[src/rtl/mips_ctrl_pkg.sv]
// Shared encodings for the multicycle MIPS control sequencer: states, opcodes,
// mux select codes and the control-word payload.
package mips_ctrl_pkg;

    localparam int unsigned OP_W    = 6;
    localparam int unsigned STATE_W = 4;
    localparam int unsigned CNT_W   = 32;

    typedef enum logic [STATE_W-1:0] {
        S_FETCH     = 4'd0,
        S_DECODE    = 4'd1,
        S_MEM_ADDR  = 4'd2,
        S_MEM_READ  = 4'd3,
        S_LOAD_WB   = 4'd4,
        S_MEM_WRITE = 4'd5,
        S_R_EXEC    = 4'd6,
        S_R_WB      = 4'd7,
        S_BRANCH    = 4'd8,
        S_JUMP      = 4'd9,
        S_ADDI_EXEC = 4'd10,
        S_ADDI_WB   = 4'd11
    } state_t;

    localparam logic [OP_W-1:0] OP_RTYPE = 6'b000000;
    localparam logic [OP_W-1:0] OP_LW    = 6'b100011;
    localparam logic [OP_W-1:0] OP_SW    = 6'b101011;
    localparam logic [OP_W-1:0] OP_BEQ   = 6'b000100;
    localparam logic [OP_W-1:0] OP_J     = 6'b000010;
    localparam logic [OP_W-1:0] OP_ADDI  = 6'b001000;

    localparam logic [1:0] ALU_ADD   = 2'b00;
    localparam logic [1:0] ALU_SUB   = 2'b01;
    localparam logic [1:0] ALU_FUNCT = 2'b10;

    localparam logic [1:0] SRCB_REG     = 2'b00;
    localparam logic [1:0] SRCB_FOUR    = 2'b01;
    localparam logic [1:0] SRCB_IMM     = 2'b10;
    localparam logic [1:0] SRCB_IMM_SH2 = 2'b11;

    localparam logic [1:0] PCSRC_ALU    = 2'b00;
    localparam logic [1:0] PCSRC_ALUOUT = 2'b01;
    localparam logic [1:0] PCSRC_JUMP   = 2'b10;

    typedef struct packed {
        logic       pc_write;
        logic       iord;
        logic       mem_read;
        logic       mem_write;
        logic       ir_write;
        logic       reg_dst;
        logic       mem_to_reg;
        logic       reg_write;
        logic       alu_src_a;
        logic [1:0] alu_src_b;
        logic [1:0] alu_op;
        logic [1:0] pc_source;
        logic       instr_retired;
    } ctrl_t;

    function automatic logic is_legal_op(input logic [OP_W-1:0] op);
        return op inside {OP_RTYPE, OP_LW, OP_SW, OP_BEQ, OP_J, OP_ADDI};
    endfunction

endpackage

[src/rtl/mips_multicycle_ctrl_if.sv]
// Datapath-facing bundle of the control sequencer: status inputs from the
// datapath/memory and the control strobes/selects driven back.
interface mips_multicycle_ctrl_if;
    import mips_ctrl_pkg::*;

    logic [OP_W-1:0]    opcode;
    logic               zero;
    logic               mem_ready;
    logic               pc_write;
    logic               iord;
    logic               mem_read;
    logic               mem_write;
    logic               ir_write;
    logic               reg_dst;
    logic               mem_to_reg;
    logic               reg_write;
    logic               alu_src_a;
    logic [1:0]         alu_src_b;
    logic [1:0]         alu_op;
    logic [1:0]         pc_source;
    logic               illegal_op;
    logic               instr_retired;
    logic [CNT_W-1:0]   retired_count;
    logic [STATE_W-1:0] state;

    modport master (
        input  opcode, zero, mem_ready,
        output pc_write, iord, mem_read, mem_write, ir_write, reg_dst,
               mem_to_reg, reg_write, alu_src_a, alu_src_b, alu_op,
               pc_source, illegal_op, instr_retired, retired_count, state
    );

    modport slave (
        output opcode, zero, mem_ready,
        input  pc_write, iord, mem_read, mem_write, ir_write, reg_dst,
               mem_to_reg, reg_write, alu_src_a, alu_src_b, alu_op,
               pc_source, illegal_op, instr_retired, retired_count, state
    );

endinterface

[src/rtl/mips_ctrl_decode.sv]
// Moore control-word decode: maps the current state (plus mem_ready/zero where
// a strobe is qualified by them) to the datapath control outputs.
module mips_ctrl_decode
    import mips_ctrl_pkg::*;
(
    input  state_t state,
    input  logic   mem_ready,
    input  logic   zero,
    output ctrl_t  ctrl
);

    always_comb begin
        ctrl           = '0;
        ctrl.alu_src_b = SRCB_REG;
        ctrl.alu_op    = ALU_ADD;
        ctrl.pc_source = PCSRC_ALU;
        case (state)
            S_FETCH: begin
                ctrl.mem_read  = 1'b1;
                ctrl.alu_src_b = SRCB_FOUR;
                ctrl.ir_write  = mem_ready;
                ctrl.pc_write  = mem_ready;
            end
            S_DECODE: ctrl.alu_src_b = SRCB_IMM_SH2;
            S_MEM_ADDR: begin
                ctrl.alu_src_a = 1'b1;
                ctrl.alu_src_b = SRCB_IMM;
            end
            S_MEM_READ: begin
                ctrl.mem_read = 1'b1;
                ctrl.iord     = 1'b1;
            end
            S_LOAD_WB: begin
                ctrl.reg_write     = 1'b1;
                ctrl.mem_to_reg    = 1'b1;
                ctrl.instr_retired = 1'b1;
            end
            // A store only retires on the cycle memory accepts it.
            S_MEM_WRITE: begin
                ctrl.mem_write     = 1'b1;
                ctrl.iord          = 1'b1;
                ctrl.instr_retired = mem_ready;
            end
            S_R_EXEC: begin
                ctrl.alu_src_a = 1'b1;
                ctrl.alu_op    = ALU_FUNCT;
            end
            S_R_WB: begin
                ctrl.reg_write     = 1'b1;
                ctrl.reg_dst       = 1'b1;
                ctrl.instr_retired = 1'b1;
            end
            S_BRANCH: begin
                ctrl.alu_src_a     = 1'b1;
                ctrl.alu_op        = ALU_SUB;
                ctrl.pc_source     = PCSRC_ALUOUT;
                ctrl.pc_write      = zero;
                ctrl.instr_retired = 1'b1;
            end
            S_JUMP: begin
                ctrl.pc_source     = PCSRC_JUMP;
                ctrl.pc_write      = 1'b1;
                ctrl.instr_retired = 1'b1;
            end
            S_ADDI_EXEC: begin
                ctrl.alu_src_a = 1'b1;
                ctrl.alu_src_b = SRCB_IMM;
            end
            S_ADDI_WB: begin
                ctrl.reg_write     = 1'b1;
                ctrl.instr_retired = 1'b1;
            end
            default: ;
        endcase
    end

endmodule

[src/rtl/mips_multicycle_ctrl.sv]
// Multicycle MIPS control sequencer: state register, opcode dispatch and the
// retired-instruction counter; the control word comes from mips_ctrl_decode.
module mips_multicycle_ctrl
    import mips_ctrl_pkg::*;
(
    input  logic                  clk,
    input  logic                  rst,
    mips_multicycle_ctrl_if.master bus
);

    state_t           state_q;
    state_t           state_d;
    logic [CNT_W-1:0] count_q;
    ctrl_t            ctrl;
    ctrl_t            ctrl_g;
    logic             illegal;

    mips_ctrl_decode u_decode (
        .state     (state_q),
        .mem_ready (bus.mem_ready),
        .zero      (bus.zero),
        .ctrl      (ctrl)
    );

    always_ff @(posedge clk) begin
        if (rst) begin
            state_q <= S_FETCH;
            count_q <= '0;
        end else begin
            state_q <= state_d;
            if (ctrl.instr_retired) begin
                count_q <= count_q + CNT_W'(1);
            end
        end
    end

    // Next-state dispatch; unknown opcodes fall back to FETCH from DECODE.
    always_comb begin
        state_d = S_FETCH;
        case (state_q)
            S_FETCH:     state_d = bus.mem_ready ? S_DECODE : S_FETCH;
            S_DECODE: begin
                case (bus.opcode)
                    OP_RTYPE:     state_d = S_R_EXEC;
                    OP_LW, OP_SW: state_d = S_MEM_ADDR;
                    OP_BEQ:       state_d = S_BRANCH;
                    OP_J:         state_d = S_JUMP;
                    OP_ADDI:      state_d = S_ADDI_EXEC;
                    default:      state_d = S_FETCH;
                endcase
            end
            S_MEM_ADDR:  state_d = (bus.opcode == OP_LW) ? S_MEM_READ : S_MEM_WRITE;
            S_MEM_READ:  state_d = bus.mem_ready ? S_LOAD_WB : S_MEM_READ;
            S_MEM_WRITE: state_d = bus.mem_ready ? S_FETCH : S_MEM_WRITE;
            S_R_EXEC:    state_d = S_R_WB;
            S_ADDI_EXEC: state_d = S_ADDI_WB;
            default:     state_d = S_FETCH;
        endcase
    end

    assign illegal = (state_q == S_DECODE) && !is_legal_op(bus.opcode);

    // Every output is held low while reset is asserted.
    assign ctrl_g = rst ? '0 : ctrl;

    assign bus.pc_write      = ctrl_g.pc_write;
    assign bus.iord          = ctrl_g.iord;
    assign bus.mem_read      = ctrl_g.mem_read;
    assign bus.mem_write     = ctrl_g.mem_write;
    assign bus.ir_write      = ctrl_g.ir_write;
    assign bus.reg_dst       = ctrl_g.reg_dst;
    assign bus.mem_to_reg    = ctrl_g.mem_to_reg;
    assign bus.reg_write     = ctrl_g.reg_write;
    assign bus.alu_src_a     = ctrl_g.alu_src_a;
    assign bus.alu_src_b     = ctrl_g.alu_src_b;
    assign bus.alu_op        = ctrl_g.alu_op;
    assign bus.pc_source     = ctrl_g.pc_source;
    assign bus.instr_retired = ctrl_g.instr_retired;
    assign bus.illegal_op    = illegal & ~rst;
    assign bus.retired_count = rst ? '0 : count_q;
    assign bus.state         = rst ? '0 : STATE_W'(state_q);

endmodule
[src/flat_wrapper.sv]
// flat-port wrapper written by rule: the top's interface ports become plain ports
module mips_multicycle_ctrl_flat import mips_ctrl_pkg::*;
  (clk, rst, bus_opcode, bus_zero, bus_mem_ready, bus_pc_write, bus_iord, bus_mem_read, bus_mem_write, bus_ir_write, bus_reg_dst, bus_mem_to_reg, bus_reg_write, bus_alu_src_a, bus_alu_src_b, bus_alu_op, bus_pc_source, bus_illegal_op, bus_instr_retired, bus_retired_count, bus_state);
  mips_multicycle_ctrl_if bus_i ();
  input  logic clk;
  input  logic rst;
  input wire logic [$bits(bus_i.opcode)-1:0] bus_opcode;
  input wire logic [$bits(bus_i.zero)-1:0] bus_zero;
  input wire logic [$bits(bus_i.mem_ready)-1:0] bus_mem_ready;
  output wire logic [$bits(bus_i.pc_write)-1:0] bus_pc_write;
  output wire logic [$bits(bus_i.iord)-1:0] bus_iord;
  output wire logic [$bits(bus_i.mem_read)-1:0] bus_mem_read;
  output wire logic [$bits(bus_i.mem_write)-1:0] bus_mem_write;
  output wire logic [$bits(bus_i.ir_write)-1:0] bus_ir_write;
  output wire logic [$bits(bus_i.reg_dst)-1:0] bus_reg_dst;
  output wire logic [$bits(bus_i.mem_to_reg)-1:0] bus_mem_to_reg;
  output wire logic [$bits(bus_i.reg_write)-1:0] bus_reg_write;
  output wire logic [$bits(bus_i.alu_src_a)-1:0] bus_alu_src_a;
  output wire logic [$bits(bus_i.alu_src_b)-1:0] bus_alu_src_b;
  output wire logic [$bits(bus_i.alu_op)-1:0] bus_alu_op;
  output wire logic [$bits(bus_i.pc_source)-1:0] bus_pc_source;
  output wire logic [$bits(bus_i.illegal_op)-1:0] bus_illegal_op;
  output wire logic [$bits(bus_i.instr_retired)-1:0] bus_instr_retired;
  output wire logic [$bits(bus_i.retired_count)-1:0] bus_retired_count;
  output wire logic [$bits(bus_i.state)-1:0] bus_state;
  assign bus_i.opcode = bus_opcode;
  assign bus_i.zero = bus_zero;
  assign bus_i.mem_ready = bus_mem_ready;
  assign bus_pc_write = bus_i.pc_write;
  assign bus_iord = bus_i.iord;
  assign bus_mem_read = bus_i.mem_read;
  assign bus_mem_write = bus_i.mem_write;
  assign bus_ir_write = bus_i.ir_write;
  assign bus_reg_dst = bus_i.reg_dst;
  assign bus_mem_to_reg = bus_i.mem_to_reg;
  assign bus_reg_write = bus_i.reg_write;
  assign bus_alu_src_a = bus_i.alu_src_a;
  assign bus_alu_src_b = bus_i.alu_src_b;
  assign bus_alu_op = bus_i.alu_op;
  assign bus_pc_source = bus_i.pc_source;
  assign bus_illegal_op = bus_i.illegal_op;
  assign bus_instr_retired = bus_i.instr_retired;
  assign bus_retired_count = bus_i.retired_count;
  assign bus_state = bus_i.state;
  mips_multicycle_ctrl u_core (.clk(clk), .rst(rst), .bus(bus_i));
endmodule
[config.mk]
export PLATFORM = sky130hd
export DESIGN_NAME = mips_multicycle_ctrl_flat
export DESIGN_NICKNAME = d
export VERILOG_FILES = /design/src/rtl/mips_ctrl_pkg.sv /design/src/rtl/mips_multicycle_ctrl_if.sv /design/src/rtl/mips_ctrl_decode.sv /design/src/rtl/mips_multicycle_ctrl.sv /design/src/flat_wrapper.sv
export SDC_FILE = /design/constraint.sdc
export NUM_CORES = 1
export LEC_CHECK = 0
export CORE_ASPECT_RATIO = 1.5
export CORE_MARGIN = 2
export CORE_UTILIZATION = 40
export CTS_CLUSTER_DIAMETER = 30
export CTS_CLUSTER_SIZE = 10
export DETAILED_ROUTE_END_ITERATION = 8
export GPL_TIMING_DRIVEN = 1
export PLACE_DENSITY = 0.71
export SETUP_SLACK_MARGIN = 0.15
export SYNTH_ARGS = -nofsm -noshare
export SYNTH_HDL_FRONTEND = slang
export SYNTH_SLANG_ARGS = --single-unit
[constraint.sdc]
create_clock -name clk -period 4.5 [get_ports clk]
set_input_delay 0.9 -clock clk [delete_from_list [all_inputs] [get_ports clk]]
set_output_delay 0.9 -clock clk [all_outputs]
set_load 0.05 [all_outputs]
==> run summary <==
The synthesized netlist occupies a cell area of 2330 um2. The peak fanout along the critical path came out at 12. The reg-to-reg endpoint is u_core.count_q[15]. Gates resized during post-CTS repair numbered 0. The run gives 1.91 ns as the worst setup slack for register-to-register paths. Final count of pins violating max slew: 0. The top cell types in the final layout, fill and taps aside, are sky130_fd_sc_hd__clkdlybuf4s50_1 (61), sky130_fd_sc_hd__nor2_1 (40), sky130_fd_sc_hd__dfxtp_1 (36). Entering global routing, the biggest net connects 43 pins. Setup violations remaining at the end of the flow were counted as 0.

The horizontal die dimension was 66.3 um; the part of the Yosys area used for sequential elements was 30.9%. Library cell used as clock root buffer: sky130_fd_sc_hd__clkbuf_8. The cell taking the most area after synthesis was sky130_fd_sc_hd__dfxtp_1.

After synthesis, the largest family of logic cells by area is simple AND/OR/NAND/NOR gates. Dividing the final minimum period by the clock period gives 87.2%. In this run the power density over the cells is 220 nW/um2.

Clock tree synthesis found a total of 36 sinks. Dividing the detail-routed wire length by the instance count gives 13.1 um. The critical path is of the in2out type.

The critical path goes through clkdlybuf4s50_1 > o31ai_2 > nor3_1 > clkdlybuf4s50_1. Combinational logic is responsible for 9.0% of the overall power. The final clock skew is 0.00619 ns, and the number of cells on the worst hold path is 2. The worst hold path begins at u_core.count_q[31]. In the post-route analysis, the smallest setup slack over all paths is 0.575 ns. Cells fill 53.8% of the core in the end.

The startpoint identified for the worst register-to-register timing path is u_core.state_q[3]. In the final layout, the share of cells above drive strength 1 is 5.15%. Synthesis inferred 36 register bits. Distinct cell type count of the synthesized netlist: 44. Counting I/O delays and the setup requirement, the final critical path takes 3.92 ns. The via count of the routed design was 2387; the number of non-filler instances in the completed layout was 441. The synthesized netlist devotes 6.76% of its cell area to XOR and XNOR gates. The worst setup path is launched from a primary input. The floorplan row count was 34; the number of port buffers was 62.

No sink is reached through more buffers than the 2 on the longest clock path. The worst-case headroom to the max-slew limit was 44.3%; the internal portion of total power was 505 uW. The cell count of the worst reg-to-reg path is 5, and the global routing usage summed across all routing layers is 18.7%. The die covers 6470 um2. The maximum resistive drop on vdd is 0.000152 V, and the worst-case setup slack after placement is 0.573 ns. Sequential cells burn 47.9% of the power. Final-stage net count: 379.

The run gives 170 uW as the power dissipated by switching net loads. STA puts the critical path data arrival time at 3.02 ns. Measured slew at the worst slew-check pin: 0.830 ns. The nature of the critical path endpoint was a primary output.

Initial antenna violation count: 0. The synthesized instance count came out at 319. In the post-synthesis netlist, the biggest area contributors are sky130_fd_sc_hd__dfxtp_1 (31%), sky130_fd_sc_hd__nor2b_1 (8.3%), sky130_fd_sc_hd__nor2_1 (6.4%), sky130_fd_sc_hd__a21oi_1 (5.2%), sky130_fd_sc_hd__or3_1 (4.3%). During synthesis, Yosys emitted a total of 0 warnings.

The global-route wire length before repair was 9660 um. STA puts the critical path data required time at 3.60 ns. Setup repair after global routing left no endpoint under its margin. Global route total overflow: 0. The tools report the post-synthesis net count as 330. Number of buffers inserted by post-CTS setup repair: 0.

Critical-path cell with the highest stage delay: sky130_fd_sc_hd__o31ai_2. The most frequent standard cell in the layout excluding fill and tap cells is sky130_fd_sc_hd__clkdlybuf4s50_1. The repair_antennas step left the layout with diodes totalling 0.

The initial utilization of the core area, before any placement, comes to 40.9%. The die is 97.5 um tall. The largest single stage delay on the critical path is 0.76 ns. For this run, the detailed router's first-pass iteration total came to 4.

For the insertion delay to the later sink of the worst-skew pair, the log shows 0.30 ns. The post-synthesis to final-layout area growth was 31.6%; the average vias per placed instance was 5.41. At the end of routability-driven placement, the weighted congestion stood at 0.816.

In this run switching power makes up 25.1% of total power. The clock power share came out at 43.2%. The highest clock rate was 255 MHz. The number of levels in the clock H-tree was 2; the count of antenna-violating nets left after detailed routing was 0. TritonCTS built the clock tree.

The simple-gate portion of the synthesized area was 42.0%; the final-layout setup total negative slack was 0 ns. Summing the areas of all compound-gate instances in the mapped netlist gives 13.4% of the synthesized area. The min-delay analysis places its worst path in the category reg2reg. The synthesized area per cell was 7.31 um2; the I/O pin count was 63. The area share of the largest cell type after synthesis came out at 30.9%. The static power due to leakage is 0.000970 uW.

The run gives 0 as the hold buffer count at CTS. The via count of the first global-routing pass was 2156; the clock buffer count from CTS was 5. Wires add up to 5770 um.

For the residual DRC count, the log shows 0. After clock tree synthesis, the clock-pin slew on the worst setup and hold paths is 0.08 ns. The worst hold path terminates at u_core.count_q[31]. The region available for standard cell placement spans 5700 um2. By instance count, the cell type seen most on the critical path is sky130_fd_sc_hd__clkdlybuf4s50_1. The tool flagged a number of max-cap violations equal to 0. The total count of hold-check failures in the final report was 0; the placed cell count was 433.

The run gives 115 as the starting DRC count in detailed routing. After legalization and detailed placement, the total HPWL measured 4090 um. Of the post-synthesis cell area, the part taken by muxes is 0.483%. The flow ran to the end, and the final reports show no timing, DRC or antenna violations. The adder-cell area share of the yosys netlist came out at 0.966%.
## worst max-delay path by stage
stage,startpoint,to,slack (ns)
global route,u_core.state_q[0],bus_instr_retired,0.38
detailed placement,bus_mem_ready,bus_instr_retired,0.57
global placement,bus_mem_ready,bus_instr_retired,0.59
floorplan,rst,bus_pc_write,0.62
CTS,bus_mem_ready,bus_instr_retired,0.58
finish,bus_mem_ready,bus_instr_retired,0.58
## cell usage after synthesis (all sizes together)
| cell | instances |
|---|---|
| a2111oi | 2 |
| a21boi | 1 |
| a21o | 1 |
| a21oi | 24 |
| a31oi | 2 |
| and2 | 2 |
| and3 | 2 |
| and4 | 6 |
| buf | 8 |
| clkbuf | 14 |
| dfxtp | 36 |
| ha | 1 |
| inv | 8 |
| maj3 | 1 |
| mux2 | 1 |
| nand2 | 23 |
| nand2b | 3 |
| nand3 | 10 |
| nand3b | 1 |
| nand4 | 12 |
| nor2 | 40 |
| nor2b | 31 |
| nor3 | 11 |
| nor3b | 2 |
| nor4 | 12 |
| nor4b | 2 |
| o21a | 1 |
| o21ai | 18 |
| o21ba | 1 |
| o31a | 1 |
| o31ai | 2 |
| o32a | 1 |
| or2 | 2 |
| or3 | 16 |
| or4 | 3 |
| xnor2 | 10 |
| xor2 | 8 |
## cell type report
cell class                 instances  area [um2]
clock inverter                     3        42.5
sequential                        36         721
clock buffer                       5        68.8
inverter                           8        30.0
multi-input combinational        253        1480
timing repair buffer              64         631
tap                               72        90.1
fill                             576        2630
## kinds of logic after synthesis
family | count (synthesis)
fa+ha+maj | 2
simple gates | 178
buf+inv | 30
xor+xnor | 18
mux | 1
flops | 36
compound gates | 54
## flip-flops by register name (all words and copies together), names as in the netlist
name and flops:
u_core.state_q 4, u_core.count_q 32
## metal layers
metal,global-route usage [%],routed length [um]
met5,0,0
met4,8.32,106
met3,3.94,261
met2,31.2,2850
met1,22.3,2560
## worst max-delay path, delay by kind of cell
kind	cells	cell delay, ns
buf+inv	2	1.27
simple gates	1	0.08
compound gates	1	0.76
## metrics by stage
| step | total power [uW] | hold slack (ns) | area, um2 |
|---|---|---|---|
| floorplan | 370 | 0.447 | 2330 |
| global placement | 390 | 0.456 | 2960 |
| detailed placement | 391 | 0.472 | 2960 |
| CTS | 678 | 0.486 | 3070 |
| global route | 701 | 0.506 | 3070 |
| finish | 675 | 0.484 | 3070 |
## power by group through the flow
stage	registers [uW]	clock network (uW)	logic, uW
after floorplan	327	0	42.7
after global placement	330	0	59.8
after detailed placement	330	0	60.5
after CTS	323	295	60.7
after global routing	323	312	65.7
final	323	291	60.4
Note: power is estimated with default switching activity, not from simulation.
